==> config.mk <==
export PLATFORM = sky130hd
export DESIGN_NAME = byte_serial_instr_fetch
export DESIGN_NICKNAME = d
export VERILOG_FILES = /design/src/rtl/byte_serial_instr_fetch.sv
export SDC_FILE = /design/constraint.sdc
export NUM_CORES = 1
export LEC_CHECK = 0
export CAP_MARGIN = 20
export CELL_PAD_IN_SITES_DETAIL_PLACEMENT = 1
export CELL_PAD_IN_SITES_GLOBAL_PLACEMENT = 1
export CORE_ASPECT_RATIO = 2
export CORE_MARGIN = 2
export CORE_UTILIZATION = 30
export DETAILED_ROUTE_END_ITERATION = 8
export GPL_TIMING_DRIVEN = 0
export PLACE_DENSITY_LB_ADDON = 0.1
export SKIP_LAST_GASP = 1
export SLEW_MARGIN = 10
export SYNTH_ARGS = -nofsm -noshare
export SYNTH_HDL_FRONTEND = slang
export SYNTH_SLANG_ARGS = --single-unit
==> constraint.sdc <==
create_clock -name clk -period 7 [get_ports clk]
set_clock_uncertainty 0.05 [all_clocks]
set_input_delay 1.4 -clock clk [delete_from_list [all_inputs] [get_ports clk]]
set_output_delay 1.4 -clock clk [all_outputs]
set_load 0.03 [all_outputs]
==> src/rtl/byte_serial_instr_fetch.sv <==
// Byte-serial instruction fetch: reads one byte per cycle and assembles big-endian 32-bit words for decode.
// Optional handshake counter output fetch_cnt is enabled by defining FETCH_CNT_EN.
module byte_serial_instr_fetch #(
  parameter int ADDR_W    = 32,
  parameter int INSTR_MAX = 128,
  parameter int RESET_PC  = 0
) (
  input  logic              clk,
  input  logic              rst_n,
  input  logic              start,
  output logic              mem_en,
  output logic [ADDR_W-1:0] mem_addr,
  input  logic [7:0]        mem_rdata,
  output logic [31:0]       instr,
  output logic [ADDR_W-1:0] instr_pc,
  output logic              instr_valid,
  input  logic              instr_ready,
  input  logic              redirect_valid,
  input  logic [ADDR_W-1:0] redirect_addr,
`ifdef FETCH_CNT_EN
  output logic [15:0]       fetch_cnt,
`endif
  output logic              done
);

  localparam logic [1:0] IDLE  = 2'd0;
  localparam logic [1:0] FETCH = 2'd1;
  localparam logic [1:0] HOLD  = 2'd2;
  localparam logic [1:0] DONE  = 2'd3;

  localparam logic [ADDR_W-1:0] memLimit = ADDR_W'(INSTR_MAX);
  localparam logic [ADDR_W-1:0] startPc  = ADDR_W'(RESET_PC);

  logic [1:0]        state;
  logic [ADDR_W-1:0] pc;
  logic [2:0]        cnt;
  logic [23:0]       shiftBuf;
  logic [ADDR_W-1:0] pcPlus4;
  logic [ADDR_W-1:0] redirTarget;
  logic              fetching;

  assign pcPlus4     = pc + ADDR_W'(4);
  assign redirTarget = {redirect_addr[ADDR_W-1:2], 2'b00};
  assign fetching    = (state == FETCH) && (cnt != 3'd4);

  assign mem_en      = fetching;
  assign mem_addr    = fetching ? (pc + ADDR_W'(cnt)) : '0;
  assign instr_valid = (state == HOLD);
  assign done        = (state == DONE);

  // Only the first three bytes are buffered; the fourth arrives in the cnt=4 cycle and goes straight into instr.
  always_ff @(posedge clk) begin
    if (!rst_n) begin
      state    <= IDLE;
      pc       <= startPc;
      cnt      <= 3'd0;
      shiftBuf <= '0;
      instr    <= '0;
      instr_pc <= '0;
`ifdef FETCH_CNT_EN
      fetch_cnt <= '0;
`endif
    end else begin
      case (state)
        IDLE, DONE: begin
          if (start) begin
            state    <= FETCH;
            pc       <= startPc;
            cnt      <= 3'd0;
            shiftBuf <= '0;
`ifdef FETCH_CNT_EN
            fetch_cnt <= '0;
`endif
          end
        end
        FETCH: begin
          if (redirect_valid) begin
            pc       <= redirTarget;
            cnt      <= 3'd0;
            shiftBuf <= '0;
            state    <= (redirTarget >= memLimit) ? DONE : FETCH;
          end else if (cnt == 3'd4) begin
            instr    <= {shiftBuf, mem_rdata};
            instr_pc <= pc;
            cnt      <= 3'd0;
            state    <= HOLD;
          end else begin
            if (cnt != 3'd0) begin
              shiftBuf <= {shiftBuf[15:0], mem_rdata};
            end
            cnt <= cnt + 3'd1;
          end
        end
        HOLD: begin
`ifdef FETCH_CNT_EN
          if (instr_ready) begin
            fetch_cnt <= fetch_cnt + 16'd1;
          end
`endif
          // A redirect coinciding with acceptance still consumes the instruction but overrides pc+4.
          if (redirect_valid) begin
            pc       <= redirTarget;
            cnt      <= 3'd0;
            shiftBuf <= '0;
            state    <= (redirTarget >= memLimit) ? DONE : FETCH;
          end else if (instr_ready) begin
            pc       <= pcPlus4;
            cnt      <= 3'd0;
            shiftBuf <= '0;
            state    <= (pcPlus4 >= memLimit) ? DONE : FETCH;
          end
        end
        default: state <= IDLE;
      endcase
    end
  end

endmodule

==> results.sh <==
export IMPL_leakage_nw=2.75
export IMPL_ir_drop_mv=0.150
export IMPL_grt_pass1_wl_mm=43.5
export IMPL_p_sw_w=0.000570
export IMPL_cp_buffers_inverters=1
export IMPL_wl_met3_mm=1.17
export IMPL_synth_ff_latch_count=121
export IMPL_die_area_mm2=0.0225
export IMPL_clock_fmax_ghz=0.174
export IMPL_io_pins=144
export IMPL_synth_top_cells_by_count="174 x nand2_1, 121 x dfxtp_1, 92 x a21oi_1, 92 x nor2_1, 55 x clkbuf_1"
export IMPL_antenna_found_initial=0
export IMPL_synth_edff_count=0
export IMPL_clkPwrFrac=0.467
export IMPL_initial_core_util=0.305
export IMPL_yosys_most_used_dff="dfxtp_1"
export IMPL_grt_use_total=0.259
export IMPL_postCtsSetupBuffers=0
export IMPL_rsz0062_at_grt="false"
export IMPL_grt_pass1_vias=7403
export IMPL_cts_resized=0
export IMPL_hold_class="reg2reg"
export IMPL_setup_worst_path_class="reg2out"
export IMPL_switching_share=0.297
export IMPL_antennaDiodeCount=0
export IMPL_final_nets=1082
export IMPL_grt_max_degree=17
export IMPL_crit_chain="ha_1 -> and4_1 -> nand4_1 -> nor3_1 -> nand4_1 -> xor2_1 -> nor2_1 -> clkdlybuf4s50_1"
export IMPL_overflow=0
export IMPL_drt_total_wl_mm=28.7
export IMPL_max_stage_delay_ps=950
export IMPL_insertion_delay_ps=420
export IMPL_status="complete, no violations"
export IMPL_hold_violations=0
export IMPL_async_flop_share=0
export IMPL_port_buffers=139
export IMPL_final_antenna_net_count=0
export IMPL_drt_initial_drc_count=315
export IMPL_numCtsBuffers=17
export IMPL_synth_distinct_cells=55
export IMPL_relSlewSlack=0.306
export IMPL_power_frac_seq=0.370
export IMPL_worstMarginPinSlew_ps=1030
export IMPL_yosysSeqAreaShare=0.380
export IMPL_critPathCaptureType="output port"
export IMPL_slowest_stage="nor3_1"
export IMPL_postSynthCellCount=870
export IMPL_drt_pass1_iter_count=5
export IMPL_dieWidth_um=107
export IMPL_cp_data_required_time_ps=5550
export IMPL_yosysMostFrequentCell="nand2_1"
export IMPL_wl_per_cell_um=21.9
export IMPL_wl_met1_mm=9.88
export IMPL_cp_start_kind="register"
export IMPL_met2RoutedLength_mm=15.7
export IMPL_floorplan_die_height_um=210
export IMPL_finalCritPeriodShare=0.819
export IMPL_dp_hpwl_mm=22.3
export IMPL_cts_tree="yes"
export IMPL_drc=0
export IMPL_cts_hold_buffers=0
export IMPL_syn_to_final_growth_pct=36.4
export IMPL_internal_power_w=0.00135
export IMPL_fin_crit_ps=5740
export IMPL_netlist_area_leader_share=0.380
export IMPL_synth_top_cell_by_area="dfxtp_1"
export IMPL_maxUsedRoutingLayer="met4"
export IMPL_clk_path_buf_depth=2
export IMPL_power_per_cell_area_mw_per_mm2=221
export IMPL_num_vias=7006
export IMPL_root_buffer="clkbuf_16"
export IMPL_via_per_inst=5.34
export IMPL_crit_top_cell="nand4_1"
export IMPL_setup_viol=0
export IMPL_gp_congestion=0.945
export IMPL_tns_ps=0
export IMPL_rows=75
export IMPL_cap_violations=0
export IMPL_avgSynthCellArea_um2=7.33
export IMPL_coreArea_mm2=0.0209
export IMPL_drive_gt1_frac=0.0547
export IMPL_p_total_w=0.00192
export IMPL_synth_area_leaders="dfxtp_1 38%, nand2_1 10%, a21oi_1 7.2%, nor2_1 5.4%, a22oi_1 4.8%"
export IMPL_yosysWarnings=0
export IMPL_cts_sinks=121
export IMPL_cts_htree_levels=4
export IMPL_crit_arrival_ps=4290
export IMPL_cts_clk_slew_worst_paths_ps=60
export IMPL_syn_area_mm2=0.00638
export IMPL_worstPathMaxFanout=11
export IMPL_path_delay_family="simple AND/OR/NAND/NOR gates"
export IMPL_slew_viol_final=0
export IMPL_pwr_share_comb=0.163
==> registers in the layout, indices dropped and copies added, names as in the netlist <==
register / count
instr: 32
instr_pc: 30
pc: 30
shiftBuf: 24
cnt: 3
state: 2
==> metal layers <==
| metal | up-vias | global-route usage |
|---|---|---|
| li1 | 3329 | - |
| met1 | 3374 | 0.255 |
| met2 | 223 | 0.486 |
| met3 | 80 | 0.0405 |
| met4 | 0 | 0.169 |
| met5 | - | 0 |
==> cell usage in the layout, fill, tap and decap left out, drive strengths merged, types with 2 or more instances in the layout <==
master,netlist,routed
conb,1,2
o21ai,42,42
a211oi,2,2
o22ai,2,2
clkinv,0,7
xor2,19,19
clkbuf,56,76
a21o,2,2
or3,13,13
and3,5,5
clkdlybuf4s50,0,139
nand4,24,24
nor4,17,17
nor3,14,14
ha,8,8
or4,7,7
and4,10,10
and2,16,16
a21oi,92,92
dfxtp,121,121
inv,11,11
a2111oi,2,2
a21boi,3,3
a22oi,41,41
nor2,92,92
a31oi,5,5
o21a,6,6
o31ai,2,2
clkinvlp,0,2
nand3,18,18
nand2b,4,4
buf,22,22
xnor2,25,25
bufinv,0,3
nand2,174,174
==> cell families after synthesis <==
| logic type | share of synthesized area |
|---|---|
| flip-flops | 0.380 |
| AND/OR/NAND/NOR | 0.293 |
| buffers and inverters | 0.0579 |
| AO/OA/AOI/OAI | 0.191 |
| XOR/XNOR | 0.0604 |
| other | 0.000588 |
| multiplexers | 0.00157 |
| adder cells (fa/ha/maj) | 0.0157 |
==> worst reg2reg max path: cells and delay by family, from the launching register on <==
kind	cells	cell delay [ps]
simple gates	3	980
compound gates	3	470
fa+ha+maj	1	300
buf+inv	4	1170
flops	1	380
==> through the flow <==
stage / utilization / setup slack (ps) / std cells / hold slack (ps) / cell area (um^2)
final: 0.416 / 1260 / 1311 / 403 / 8700
after global placement: 0.388 / 1690 / 1279 / 391 / 8110
after detailed placement: 0.388 / 1690 / 1279 / 399 / 8110
after CTS: 0.416 / 1240 / 1311 / 407 / 8700
after floorplan: - / 3210 / 871 / 382 / 6380
after global routing: 0.416 / 1140 / 1311 / 427 / 8700
==> area by class of cell <==
type	count	area [um^2]
flip-flops and latches	121	2420
clock inverters	12	151
multi-input cells	661	3590
clock buffers	20	437
repair buffers	139	1390
fillers	2606	12200
inverters	11	41.3
well taps	269	337
plain buffers	78	328
==> final timing paths <==
path,end,depth (start not counted),startpoint,slack [ps]
max,mem_addr[31],8,pc[2],1260
min,instr_pc[16],2,instr_pc[16],400
max reg2reg,pc[22],11,state[0],3580
min reg2reg,instr_pc[16],2,instr_pc[16],400
==> power groups by stage <==
| stage | clock network (W) | registers [W] | logic [W] |
|---|---|---|---|
| floorplan | 0 | 0.000721 | 0.000179 |
| global placement | 0 | 0.000726 | 0.000314 |
| detailed placement | 0 | 0.000726 | 0.000313 |
| CTS | 0.000912 | 0.000711 | 0.000315 |
| global route | 0.000943 | 0.000713 | 0.000341 |
| finish | 0.000897 | 0.000712 | 0.000314 |
No activity file was read; power rests on OpenSTA's default activity.
